--- config.mk ---
export PLATFORM = sky130hd
export DESIGN_NAME = switch_conditioner_flat
export DESIGN_NICKNAME = d
export VERILOG_FILES = /design/src/rtl/switch_conditioner_pkg.sv /design/src/rtl/switch_conditioner_if.sv /design/src/rtl/switch_conditioner_debounce_channel.sv /design/src/rtl/switch_conditioner.sv /design/src/flat_wrapper.sv
export SDC_FILE = /design/constraint.sdc
export NUM_CORES = 1
export LEC_CHECK = 0
export ABC_AREA = 1
export CORE_MARGIN = 1.5
export CORE_UTILIZATION = 49
export CTS_CLUSTER_SIZE = 16
export DETAILED_ROUTE_END_ITERATION = 7
export HOLD_SLACK_MARGIN = 0.15
export PLACE_DENSITY_LB_ADDON = 0.15
export SLEW_MARGIN = 20
export SYNTH_ARGS = -nofsm -noshare
export SYNTH_HDL_FRONTEND = slang
export SYNTH_SLANG_ARGS = --single-unit
--- constraint.sdc ---
create_clock -name clk -period 0.9 [get_ports clk]
set_input_delay 0.18 -clock clk [delete_from_list [all_inputs] [get_ports clk]]
set_output_delay 0.18 -clock clk [all_outputs]
set_load 0.02 [all_outputs]
--- src/rtl/switch_conditioner_pkg.sv ---
// Shared definitions for the switch conditioner.
//   ch_state_t : per-channel debounce state encoding
//   NUM_KEYS   : number of push-button channels
package switch_conditioner_pkg;

    localparam int NUM_KEYS = 3;

    typedef enum logic [1:0] {
        IDLE    = 2'd0,
        CHK_ON  = 2'd1,
        ON      = 2'd2,
        CHK_OFF = 2'd3
    } ch_state_t;

endpackage

--- src/rtl/switch_conditioner_if.sv ---
// Key/pulse bundle of the switch conditioner.
//   key_in : raw push-button levels (1 = pressed), asynchronous
//   sw1..3 : one-cycle press pulses
//   level  : debounced key state per channel
// Modports: master drives keys (stimulus side), slave is the conditioner.
interface switch_conditioner_if;
    import switch_conditioner_pkg::*;

    logic [NUM_KEYS-1:0] key_in;
    logic                sw1;
    logic                sw2;
    logic                sw3;
    logic [NUM_KEYS-1:0] level;

    modport master (output key_in, input sw1, sw2, sw3, level);
    modport slave  (input key_in, output sw1, sw2, sw3, level);
endinterface

--- src/rtl/switch_conditioner_debounce_channel.sv ---
// One push-button channel: two-flop synchronizer, debounce FSM, stability counter.
//   clk, rst : system clock, synchronous active-high reset
//   key      : raw asynchronous key level
//   level    : registered debounced state
//   accept   : combinational strobe, high in the cycle whose edge accepts a press
//
// state   | meaning
// IDLE    | key released, waiting for a synchronized 1
// CHK_ON  | key seen high, counting stable high samples
// ON      | press accepted, level=1
// CHK_OFF | key seen low, counting stable low samples
module debounce_channel
    import switch_conditioner_pkg::*;
#(
    parameter int DB_CYCLES = 4
) (
    input  logic clk,
    input  logic rst,
    input  logic key,
    output logic level,
    output logic accept
);

    localparam int          CW   = (DB_CYCLES > 1) ? $clog2(DB_CYCLES) : 1;
    localparam logic [CW-1:0] LAST = CW'(DB_CYCLES - 1);

    logic          s1;
    logic          s2;
    ch_state_t     state;
    logic [CW-1:0] cnt;

    // Raised on the same edge that moves CHK_ON to ON, so the arbiter
    // registers the pending bit together with level.
    assign accept = (state == CHK_ON) && s2 && (cnt == LAST);

    always_ff @(posedge clk) begin
        if (rst) begin
            s1    <= 1'b0;
            s2    <= 1'b0;
            state <= IDLE;
            cnt   <= '0;
            level <= 1'b0;
        end else begin
            s1 <= key;
            s2 <= s1;
            case (state)
                IDLE: begin
                    if (s2) begin
                        state <= CHK_ON;
                        cnt   <= '0;
                    end
                end
                CHK_ON: begin
                    if (!s2) begin
                        state <= IDLE;
                    end else if (cnt == LAST) begin
                        state <= ON;
                        level <= 1'b1;
                    end else begin
                        cnt <= cnt + 1'b1;
                    end
                end
                ON: begin
                    if (!s2) begin
                        state <= CHK_OFF;
                        cnt   <= '0;
                    end
                end
                CHK_OFF: begin
                    if (s2) begin
                        state <= ON;
                    end else if (cnt == LAST) begin
                        state <= IDLE;
                        level <= 1'b0;
                    end else begin
                        cnt <= cnt + 1'b1;
                    end
                end
                default: state <= IDLE;
            endcase
        end
    end

endmodule

--- src/rtl/switch_conditioner.sv ---
// Push-button conditioner: three debounced channels feeding a pending-press
// queue that emits at most one press pulse per cycle, lowest index first.
//   clk, rst : system clock, synchronous active-high reset
//   bus      : key_in in, sw1/sw2/sw3 pulses and level out
module switch_conditioner
    import switch_conditioner_pkg::*;
#(
    parameter int DB_CYCLES = 4
) (
    input logic                 clk,
    input logic                 rst,
    switch_conditioner_if.slave bus
);

    logic [NUM_KEYS-1:0] accept;
    logic [NUM_KEYS-1:0] level_w;
    logic [NUM_KEYS-1:0] pending;
    logic [NUM_KEYS-1:0] grant;
    logic [NUM_KEYS-1:0] sw_q;

    for (genvar i = 0; i < NUM_KEYS; i++) begin : g_ch
        debounce_channel #(.DB_CYCLES(DB_CYCLES)) u_ch (
            .clk    (clk),
            .rst    (rst),
            .key    (bus.key_in[i]),
            .level  (level_w[i]),
            .accept (accept[i])
        );
    end

    // Fixed priority: lowest pending index wins.
    always_comb begin
        grant = '0;
        for (int i = NUM_KEYS - 1; i >= 0; i--) begin
            if (pending[i]) grant = '0;
            if (pending[i]) grant[i] = 1'b1;
        end
    end

    always_ff @(posedge clk) begin
        if (rst) begin
            pending <= '0;
            sw_q    <= '0;
        end else begin
            sw_q    <= grant;
            // A press accepted while another bit is emitted stays queued.
            pending <= (pending & ~grant) | accept;
        end
    end

    assign bus.sw1   = sw_q[0];
    assign bus.sw2   = sw_q[1];
    assign bus.sw3   = sw_q[2];
    assign bus.level = level_w;

endmodule

--- src/flat_wrapper.sv ---
// flat-port wrapper written by rule: the top's interface ports become plain ports
module switch_conditioner_flat import switch_conditioner_pkg::*;
#(
    parameter int DB_CYCLES = 4
)
  (clk, rst, bus_key_in, bus_sw1, bus_sw2, bus_sw3, bus_level);
  switch_conditioner_if bus_i ();
  input logic clk;
  input logic rst;
  input wire logic [$bits(bus_i.key_in)-1:0] bus_key_in;
  output wire logic [$bits(bus_i.sw1)-1:0] bus_sw1;
  output wire logic [$bits(bus_i.sw2)-1:0] bus_sw2;
  output wire logic [$bits(bus_i.sw3)-1:0] bus_sw3;
  output wire logic [$bits(bus_i.level)-1:0] bus_level;
  assign bus_i.key_in = bus_key_in;
  assign bus_sw1 = bus_i.sw1;
  assign bus_sw2 = bus_i.sw2;
  assign bus_sw3 = bus_i.sw3;
  assign bus_level = bus_i.level;
  switch_conditioner #(.DB_CYCLES(DB_CYCLES)) u_core (.clk(clk), .rst(rst), .bus(bus_i));
endmodule
==> run_results.csv, run 1 <==
group,metric,value,unit
synth,synth_enable_flop_cells,0,
setup_path,rr_worst_depth,4,
hold_path,worst_hold_path.endpoint,"u_core.g_ch[0].u_ch.s1",
detailed_routing,drt-initial-drc-count,6,
detailed_routing,drt_first_pass_iters,3,
setup_path,crit_path_max_fanout,6,
sta,final-setup-viol-count,16,
synth,synth_top_flop_cell,"sky130_fd_sc_hd__dfxtp_1",
clock_tree,cts_sinks,27,
sta,count_of_final_hold_check_violations,0,
floorplan,floorplan.die_area,2750,um^2
detailed_routing,dr_total_vias,1026,
place,place_hpwl,1610,um
sta,final.period_utilization,114,%
clock_tree,clk_latency,340,ps
floorplan,pin_count,11,
layout,nFillCells,171,
synth,synth.top_cells.by_area,"sky130_fd_sc_hd__dfxtp_1 45%, sky130_fd_sc_hd__nand2_1 11%, sky130_fd_sc_hd__nor2_1 7.2%",
clock_tree,cts_max_level,1,
synth,synth.avg_cell_area,7.45,um^2
floorplan,start_util,53.2,%
setup_path,critPathLaunchType,"register",
synth,ys_seq_elements,27,
grt,grt_antenna_before_repair,0,
setup_path,worst_setup_path_end_kind,"register",
grt,grt_pass1_wl,3620,um
pwr,leakagePower,0.732,nW
layout,finalNetCount,194,
synth,synth.most_common_cell,"sky130_fd_sc_hd__nand2_1",
clock_tree,cts.hold.buffers_added,0,
floorplan,placeableCoreArea,2250,um^2
setup_path,timing.critical_path.buf_inv,1,
grt,groute.usage.overall,18.2,%
outcome,status,"finished, violations left",
hold_path,worst_hold_path.num_cells,3,
detailed_routing,finalWirelength,2510,um
grt,maximum_number_of_pins_on_one_net_before_global_route_repair,16,
hold_path,worstHoldPathType,"input pin to register",
place,place_congestion,0.775,
sta,final_critical_path_setup_slack,-129,ps
setup_path,cp_slowest_cell,"sky130_fd_sc_hd__dfxtp_2",
hold_path,min-delay-start,"bus_key_in[0]",
place,pre_cts_ws,-310,ps
sta,timing.clock.skew,7.71,ps
floorplan,die_h,52.5,um
sta,min_hold_slack,335,ps
clock_tree,clk_pin_slew,150,ps
pwr,cellPowerDensity,1300,nW/um^2
setup_path,timing.critical_path.required,1170,ps
grt,number_of_global_route_vias_before_repair,901,
setup_path,timing.critical_path.slowest_cell_delay,480,ps
layout,drive_gt1_share,51.6,%
synth,syn-cell-area,1200,um^2
setup_path,critical_path_class,"register to register",
detailed_routing,remaining_drc_errors,0,
setup_path,r2r_start,"u_core.g_ch[0].u_ch.state[0]",
synth,synth.top_cell.area_share,45.0,%
sta,fmax,972,MHz
setup_path,top_delay_family_on_crit_path,"flip-flops",
synth,synth.cells.most_frequent,"34 x sky130_fd_sc_hd__nand2_1, 27 x sky130_fd_sc_hd__dfxtp_1, 23 x sky130_fd_sc_hd__nor2_1, 22 x sky130_fd_sc_hd__inv_1, 11 x sky130_fd_sc_hd__a21oi_1",
floorplan,placement_rows,17,
layout,post_synthesis_to_final_layout_area_growth,41.7,%
clock_tree,cts_tree,"done",
detailed_routing,route.antenna.remaining_nets,0,
sta,setup_tns,-1280,ps
layout,finalCoreUtilization,75.4,%
setup_path,cp_cell_sequence,"inv_1 -> nor2_2 -> nand3_2 -> a21oi_2",
sta,finalWorstPathRequiredPeriod,1030,ps
synth,post_synth_num_cell_types,20,
floorplan,fp.dieW,52.5,um
sta,relSlewSlack,85.8,%
pwr,power.ir.vdd_worst,1.18,mV
clock_tree,clockRootBuffer,"sky130_fd_sc_hd__clkbuf_4",
sta,rsz0062_at_grt,"yes",
outcome,violations,"negative setup slack",
detailed_routing,viasPerCell,4.89,
layout,antenna_cells,0,
setup_path,worst-r2r-setup-slack,-130,ps
sta,worst-slew-pin-transition,212,ps
synth,synth_top_cell_by_area,"sky130_fd_sc_hd__dfxtp_1",
setup_path,crit-reg2reg-capture,"u_core.g_ch[0].u_ch.cnt[0]",
place,i_o_buffers,10,
synth,yosysSeqAreaShare,45.0,%
setup_path,crit_arrival,1300,ps
grt,global_route.overflow_total,0,
clock_tree,inserted_clock_buffers,3,
sta,number_of_max_slew_violations_in_the_final_report,0,
synth,synthCells,161,
job,max_cap_violations,0,
detailed_routing,detail_route.wl_per_cell,12.0,um
synth,synth-warning-count,0,
synth,synth_async_sr_flop_share,0,%
clock_tree,cts_buffer_depth,2,
synth,syn_nets,172,
## per-stage QoR
stage               total power [mW]  instances  cell area [um^2]
finish                          2.21        210              1700
global route                    2.33        210              1700
CTS                             2.16        209              1520
detailed placement              1.61        204              1400
global placement                1.60        204              1400
floorplan                       1.52        161              1230
## cell usage in the layout, fill, tap and decap left out, types with 3 or more instances in the layout
cell type	count
sky130_fd_sc_hd__nand4_1	3
sky130_fd_sc_hd__dfxtp_2	14
sky130_fd_sc_hd__dfxtp_4	6
sky130_fd_sc_hd__nand2_4	7
sky130_fd_sc_hd__ha_4	6
sky130_fd_sc_hd__clkdlybuf4s50_1	4
sky130_fd_sc_hd__inv_1	18
sky130_fd_sc_hd__nand3_2	6
sky130_fd_sc_hd__nand2_2	11
sky130_fd_sc_hd__clkbuf_4	3
sky130_fd_sc_hd__dfxtp_1	7
sky130_fd_sc_hd__a21oi_2	7
sky130_fd_sc_hd__nor2_1	20
sky130_fd_sc_hd__nand2_1	22
sky130_fd_sc_hd__buf_6	6
sky130_fd_sc_hd__buf_4	14
sky130_fd_sc_hd__a21oi_1	4
sky130_fd_sc_hd__inv_2	5
## worst max path at each step
stage	startpoint	to	slack (ps)	depth (start not counted)
after floorplan	u_core.g_ch[2].u_ch.cnt[1]	u_core.g_ch[2].u_ch.cnt[0]	-20	5
after global placement	rst	u_core.g_ch[0].u_ch.level	-270	5
after detailed placement	rst	u_core.g_ch[0].u_ch.level	-310	5
after CTS	u_core.g_ch[2].u_ch.cnt[1]	u_core.g_ch[2].u_ch.cnt[1]	-120	5
after global routing	u_core.g_ch[2].u_ch.cnt[0]	u_core.g_ch[2].u_ch.cnt[1]	-180	5
final	u_core.g_ch[0].u_ch.state[0]	u_core.g_ch[0].u_ch.cnt[0]	-130	4
## power by group
part	internal (mW)	switching, mW
clock	0.167	0.367
sequential	1.25	0.0711
combinational	0.171	0.191
## timing repair
item,CTS,global route
gates resized for setup,64,49
pin swaps,6,18
buffers inserted,1,1
endpoints found under the setup margin,23,23
hold endpoints to repair,0,0
## worst min-delay path, cell delays in order
cell and delay [ps]:
sky130_fd_sc_hd__clkdlybuf4s50_1 390, sky130_fd_sc_hd__inv_1 50, sky130_fd_sc_hd__nor2_1 30
## kinds of logic after synthesis
group,Yosys count,share of synthesized area (%)
simple gates,78,28.2
fa+ha+maj,6,6.26
flops,27,45.0
buf+inv,31,12.0
compound gates,19,8.55
## area by class of cell
| class | instances | area [um^2] | area share [%] |
|---|---|---|---|
| sequential | 27 | 581 | 34.1 |
| multi-input combinational | 103 | 752 | 44.2 |
| inverter | 24 | 92.6 | 5.45 |
| tap | 28 | 35.0 | 2.06 |
| clock buffer | 3 | 22.5 | 1.32 |
| timing repair buffer | 24 | 213 | 12.5 |
| clock inverter | 1 | 5.00 | 0.294 |
## per-layer routing
metal	GRT usage, %	vias to the layer above	routed length, um
met1	20.1	460	1070
li1	-	542	-
met4	8.97	0	82
met3	6.00	8	80
met2	31.0	16	1270
met5	0	-	0
Note: power is estimated with default switching activity, not from simulation.
==> run 2, diff against run 1 <==
--- a/config.mk
+++ b/config.mk
@@ -6,6 +6,7 @@
 export NUM_CORES = 1
 export LEC_CHECK = 0
 export ABC_AREA = 1
+export CORE_ASPECT_RATIO = 0.9
 export CORE_MARGIN = 1.5
 export CORE_UTILIZATION = 49
 export CTS_CLUSTER_SIZE = 16
==> run_results.csv, run 2 (synthesis results as in run 1) <==
group,metric,value,unit
grt,grt_pass1_wl,4080,um
setup_path,critPathLaunchType,"register",
setup_path,crit_end,"u_core.g_ch[2].u_ch.cnt[1]",
setup_path,timing.critical_path.slowest_cell_delay,390,ps
setup_path,critPathLaunch,"u_core.g_ch[2].u_ch.cnt[0]",
place,placement.cell_area,1380,um^2
layout,antenna_cells,0,
sta,min_hold_slack,338,ps
detailed_routing,finalWirelength,3010,um
sta,timing.clock.skew,3.48,ps
clock_tree,clk_pin_slew,140,ps
hold_path,worstHoldPathType,"input pin to register",
sta,count_of_final_hold_check_violations,0,
grt,maximum_number_of_pins_on_one_net_before_global_route_repair,15,
pwr,fin_total_pwr,2.29,mW
place,place_hpwl,1580,um
clock_tree,inserted_clock_buffers,3,
sta,setup_tns,-1460,ps
detailed_routing,route.met2.wl,1530,um
setup_path,rr_worst_depth,5,
detailed_routing,route.antenna.remaining_nets,0,
hold_path,worst_hold_path.num_cells,3,
floorplan,fp.dieW,55.2,um
job,max_cap_violations,0,
setup_path,r2r_start,"u_core.g_ch[2].u_ch.cnt[0]",
layout,design_area,1760,um^2
setup_path,crit_path_max_fanout,3,
layout,area_of_the_multi_input_gates,773,um^2
setup_path,cp_cell_sequence,"ha_4 -> nand2_2 -> inv_2 -> nand4_1 -> a21oi_2",
place,place_congestion,0.839,
place,pre_cts_ws,-374,ps
floorplan,placement_rows,16,
floorplan,start_util,53.5,%
detailed_routing,dr.max_layer_used,"met4",
setup_path,critical_path_class,"register to register",
sta,final.period_utilization,119,%
layout,finalNetCount,197,
sta,relSlewSlack,76.1,%
setup_path,crit_arrival,1340,ps
sta,finalWorstPathRequiredPeriod,1070,ps
grt,groute.usage.overall,20.7,%
sta,number_of_max_slew_violations_in_the_final_report,0,
sta,final_critical_path_setup_slack,-169,ps
setup_path,worst-r2r-setup-slack,-170,ps
layout,seqCellArea,588,um^2
outcome,violations,"negative setup slack",
sta,worst-slew-pin-transition,359,ps
detailed_routing,viasPerCell,5.25,
pwr,leakagePower,0.768,nW
place,i_o_buffers,10,
pwr,power.ir.vdd_worst,1.23,mV
sta,rsz0062_at_grt,"yes",
grt,global_route.overflow_total,0,
floorplan,floorplan.die_area,2750,um^2
detailed_routing,detail_route.wl_per_cell,14.2,um
detailed_routing,met3WireLength,140,um
detailed_routing,drt_first_pass_iters,4,
detailed_routing,drt-met1-wl,1230,um
detailed_routing,drt-initial-drc-count,22,
detailed_routing,remaining_drc_errors,0,
floorplan,pin_count,11,
floorplan,die_h,49.9,um
clock_tree,cts_buffer_depth,2,
detailed_routing,dr_total_vias,1114,
floorplan,placeableCoreArea,2240,um^2
setup_path,timing.critical_path.required,1170,ps
layout,finalCoreUtilization,78.4,%
clock_tree,clk_latency,330,ps
outcome,status,"finished, violations left",
layout,finalNonFillerCells,212,
grt,number_of_global_route_vias_before_repair,984,
layout,layout_commonest_cell,"sky130_fd_sc_hd__nor2_1",
layout,nFillCells,138,
setup_path,cp_slowest_cell,"sky130_fd_sc_hd__dfxtp_4",
setup_path,worst_setup_path_end_kind,"register",
layout,final_cell_mix,"20 x sky130_fd_sc_hd__nor2_1, 17 x sky130_fd_sc_hd__nand2_1, 17 x sky130_fd_sc_hd__inv_1",
layout,post_synthesis_to_final_layout_area_growth,46.5,%
clock_tree,clockRootBuffer,"sky130_fd_sc_hd__clkbuf_4",
pwr,cellPowerDensity,1310,nW/um^2
clock_tree,cts_sinks,27,
layout,drive_gt1_share,55.1,%
clock_tree,cts_tree,"done",
setup_path,crit-reg2reg-capture,"u_core.g_ch[2].u_ch.cnt[1]",
clock_tree,cts_max_level,1,
place,dpl.cell_count,201,
grt,grt_antenna_before_repair,0,
sta,fmax,936,MHz
clock_tree,cts.hold.buffers_added,0,
sta,final-setup-viol-count,21,
==> run 2: changes by cell type in the layout (fill, tap and decap cells not counted), sizes merged <==
cell           previous run  this run
clkinv                    1         0
clkbuf                    3         4
buf                      20        23
dlygate4sd2               0         1
clkdlybuf4s50             4         3
==> run 2: metal layers <==
layer / up-vias / global-route usage, %
met4: 0 / 7.72
li1: 549 / -
met1: 514 / 25.3
met5: - / 0
met2: 36 / 33.3
met3: 15 / 6.36
==> run 2: how the worst min path moves through the flow <==
| stage | startpoint | to | slack [ps] |
|---|---|---|---|
| 2_1_floorplan | bus_key_in[0] | u_core.g_ch[0].u_ch.s1 | 290 |
| 3_3_place_gp | u_core.g_ch[1].u_ch.s1 | u_core.g_ch[1].u_ch.s2 | 410 |
| 3_5_place_dp | u_core.g_ch[2].u_ch.s1 | u_core.g_ch[2].u_ch.s2 | 410 |
| 4_1_cts | rst | u_core.g_ch[0].u_ch.s2 | 310 |
| 5_1_grt | rst | u_core.g_ch[2].u_ch.s1 | 350 |
| 6_report | bus_key_in[1] | u_core.g_ch[1].u_ch.s1 | 340 |
==> run 2: layout make-up <==
cell class | count | share of cell area (%)
multi-input combinational | 103 | 44.0
clock buffer | 4 | 1.49
tap | 27 | 1.92
sequential | 27 | 33.5
inverter | 24 | 5.41
timing repair buffer | 27 | 13.7
==> run 2: repair_timing <==
| action | CTS | global route |
|---|---|---|
| pin swaps | 4 | 25 |
| gates resized for setup | 72 | 55 |
| hold endpoints to repair | 0 | 0 |
| setup endpoints to repair | 23 | 23 |
| buffers inserted | 2 | 5 |
| cloned | 0 | 0 |
==> run 2: where the power goes <==
group	switching, mW	leakage [nW]	internal [mW]	total [mW]
combinational	0.234	0.521	0.198	0.431
clock	0.364	0.0150	0.174	0.538
sequential	0.0789	0.232	1.25	1.32
==> run 2: worst max-delay path, delay by kind of cell (launching register included) <==
kind            cells  cell delay (ps)
fa+ha+maj           1              260
buf+inv             1               50
flops               1              390
simple gates        2              140
compound gates      1              180
==> run 3, diff against run 2 <==
--- a/config.mk
+++ b/config.mk
@@ -17,3 +17,4 @@
 export SYNTH_ARGS = -nofsm -noshare
 export SYNTH_HDL_FRONTEND = slang
 export SYNTH_SLANG_ARGS = --single-unit
+export TNS_END_PERCENT = 5
==> run_results.csv, run 3 (synthesis results as in run 1) <==
group,metric,value,unit
outcome,status,"finished, violations left",
detailed_routing,remaining_drc_errors,0,
grt,grt_pass1_wl,3660,um
grt,grt_antenna_before_repair,0,
clock_tree,cts_sinks,27,
setup_path,timing.critical_path.slowest_cell_delay,390,ps
place,placement.cell_area,1370,um^2
clock_tree,cts_max_level,1,
clock_tree,inserted_clock_buffers,3,
sta,worst-slew-pin-transition,219,ps
detailed_routing,dr_total_vias,1012,
floorplan,pin_count,11,
detailed_routing,viasPerCell,4.94,
detailed_routing,finalWirelength,2190,um
pwr,fin_total_pwr,2.12,mW
layout,finalNetCount,190,
clock_tree,clk_latency,320,ps
clock_tree,cts_tree,"done",
detailed_routing,route.antenna.remaining_nets,0,
sta,finalWorstPathRequiredPeriod,1040,ps
grt,maximum_number_of_pins_on_one_net_before_global_route_repair,15,
sta,number_of_max_slew_violations_in_the_final_report,0,
floorplan,die_h,49.9,um
place,pre_cts_ws,-315,ps
clock_tree,cts_post_setup_buffers_inserted,0,
layout,post_synthesis_to_final_layout_area_growth,23.8,%
detailed_routing,detail_route.wl_per_cell,10.7,um
sta,final-setup-viol-count,19,
sta,timing.clock.skew,1.79,ps
outcome,violations,"negative setup slack",
sta,relSlewSlack,85.4,%
setup_path,worst_setup_path_end_kind,"register",
setup_path,cp_cell_sequence,"ha_4 -> nand2_2 -> inv_2 -> nand4_1 -> a21oi_2",
grt,number_of_global_route_vias_before_repair,917,
sta,fmax,964,MHz
grt,groute.usage.overall,18.2,%
layout,antenna_cells,0,
layout,layout_commonest_cell,"sky130_fd_sc_hd__nand2_1",
layout,nFillCells,209,
place,i_o_buffers,10,
sta,final.period_utilization,115,%
setup_path,cp_slowest_cell,"sky130_fd_sc_hd__dfxtp_4",
layout,seqCellArea,567,um^2
clock_tree,clk_pin_slew,140,ps
clock_tree,cts_buffer_depth,2,
setup_path,timing.critical_path.buf_inv,1,
setup_path,crit_path_max_fanout,3,
grt,global_route.overflow_total,0,
detailed_routing,drt-initial-drc-count,12,
sta,count_of_final_hold_check_violations,0,
place,place_hpwl,1600,um
clock_tree,cts.hold.buffers_added,0,
detailed_routing,drt_first_pass_iters,6,
sta,rsz0062_at_grt,"yes",
pwr,cellPowerDensity,1420,nW/um^2
place,place_congestion,0.858,
floorplan,placement_rows,16,
job,max_cap_violations,0,
floorplan,floorplan.die_area,2750,um^2
setup_path,crit_arrival,1300,ps
layout,area_of_the_multi_input_gates,586,um^2
floorplan,placeableCoreArea,2240,um^2
setup_path,timing.critical_path.required,1160,ps
layout,final_cell_mix,"31 x sky130_fd_sc_hd__nand2_1, 23 x sky130_fd_sc_hd__nor2_1, 19 x sky130_fd_sc_hd__inv_1",
floorplan,start_util,53.5,%
setup_path,critical_path_class,"register to register",
layout,design_area,1490,um^2
sta,final_critical_path_setup_slack,-137,ps
setup_path,critPathLaunchType,"register",
layout,drive_gt1_share,35.4,%
pwr,leakagePower,0.643,nW
pwr,power.ir.vdd_worst,1.07,mV
layout,finalCoreUtilization,66.2,%
clock_tree,clockRootBuffer,"sky130_fd_sc_hd__clkbuf_4",
hold_path,worstHoldPathType,"input pin to register",
floorplan,fp.dieW,55.2,um
setup_path,top_delay_family_on_crit_path,"flip-flops",
run 3: changes by cell type in the layout (fill, tap and decap cells not counted), sizes merged:
cell	before	now
buf	23	16
clkdlybuf4s50	3	4
dlygate4sd2	1	0
run 3: final cells by class:
type / count / area share [%]
Clock buffer: 4 / 1.77
Inverter: 24 / 6.07
Multi-Input combinational cell: 103 / 39.4
Sequential cell: 27 / 38.2
Tap cell: 27 / 2.27
Timing Repair Buffer: 20 / 12.3
run 3: stage by stage:
| step | setup TNS (ps) | cells | hold WS, ps |
|---|---|---|---|
| after CTS | -1290 | 205 | 355 |
| after floorplan | -118 | 161 | 287 |
| final | -1190 | 205 | 356 |
| after global placement | -6570 | 201 | 392 |
| after detailed placement | -7090 | 201 | 394 |
| after global routing | -2310 | 205 | 356 |
run 3: final timing paths:
kind / startpoint / end / slack (ps) / cells after the start
worst max-delay path: u_core.g_ch[2].u_ch.cnt[1] / u_core.g_ch[2].u_ch.cnt[1] / -140 / 5
worst min-delay path: bus_key_in[0] / u_core.g_ch[0].u_ch.s1 / 360 / 3
worst max register to register: u_core.g_ch[2].u_ch.cnt[1] / u_core.g_ch[2].u_ch.cnt[1] / -140 / 5
worst min register to register: u_core.g_ch[1].u_ch.s1 / u_core.g_ch[1].u_ch.s2 / 410 / 2
run 3: what timing repair did:
action | 4_1_cts | 5_1_grt
cloned | 0 | 0
endpoints found under the hold margin | 0 | 0
resized for setup | 58 | 13
setup endpoints to repair | 22 | 23
pin swaps | 7 | 5
run 3: worst min-delay path: cells and delay by family:
kind	cells	cell delay, ps
buffers and inverters	2	440
and+or+nand+nor	1	30
run 3: report_power, final:
group,internal [mW],switching (mW)
logic,0.133,0.150
clock network,0.174,0.345
registers,1.25,0.0613
total,1.56,0.556
run 3: per-layer routing:
layer	share of wire, %	global-route usage [%]
met3	4.3	6.67
met2	49	29.6
met1	46	21.5
met4	1.1	6.50
met5	0	0
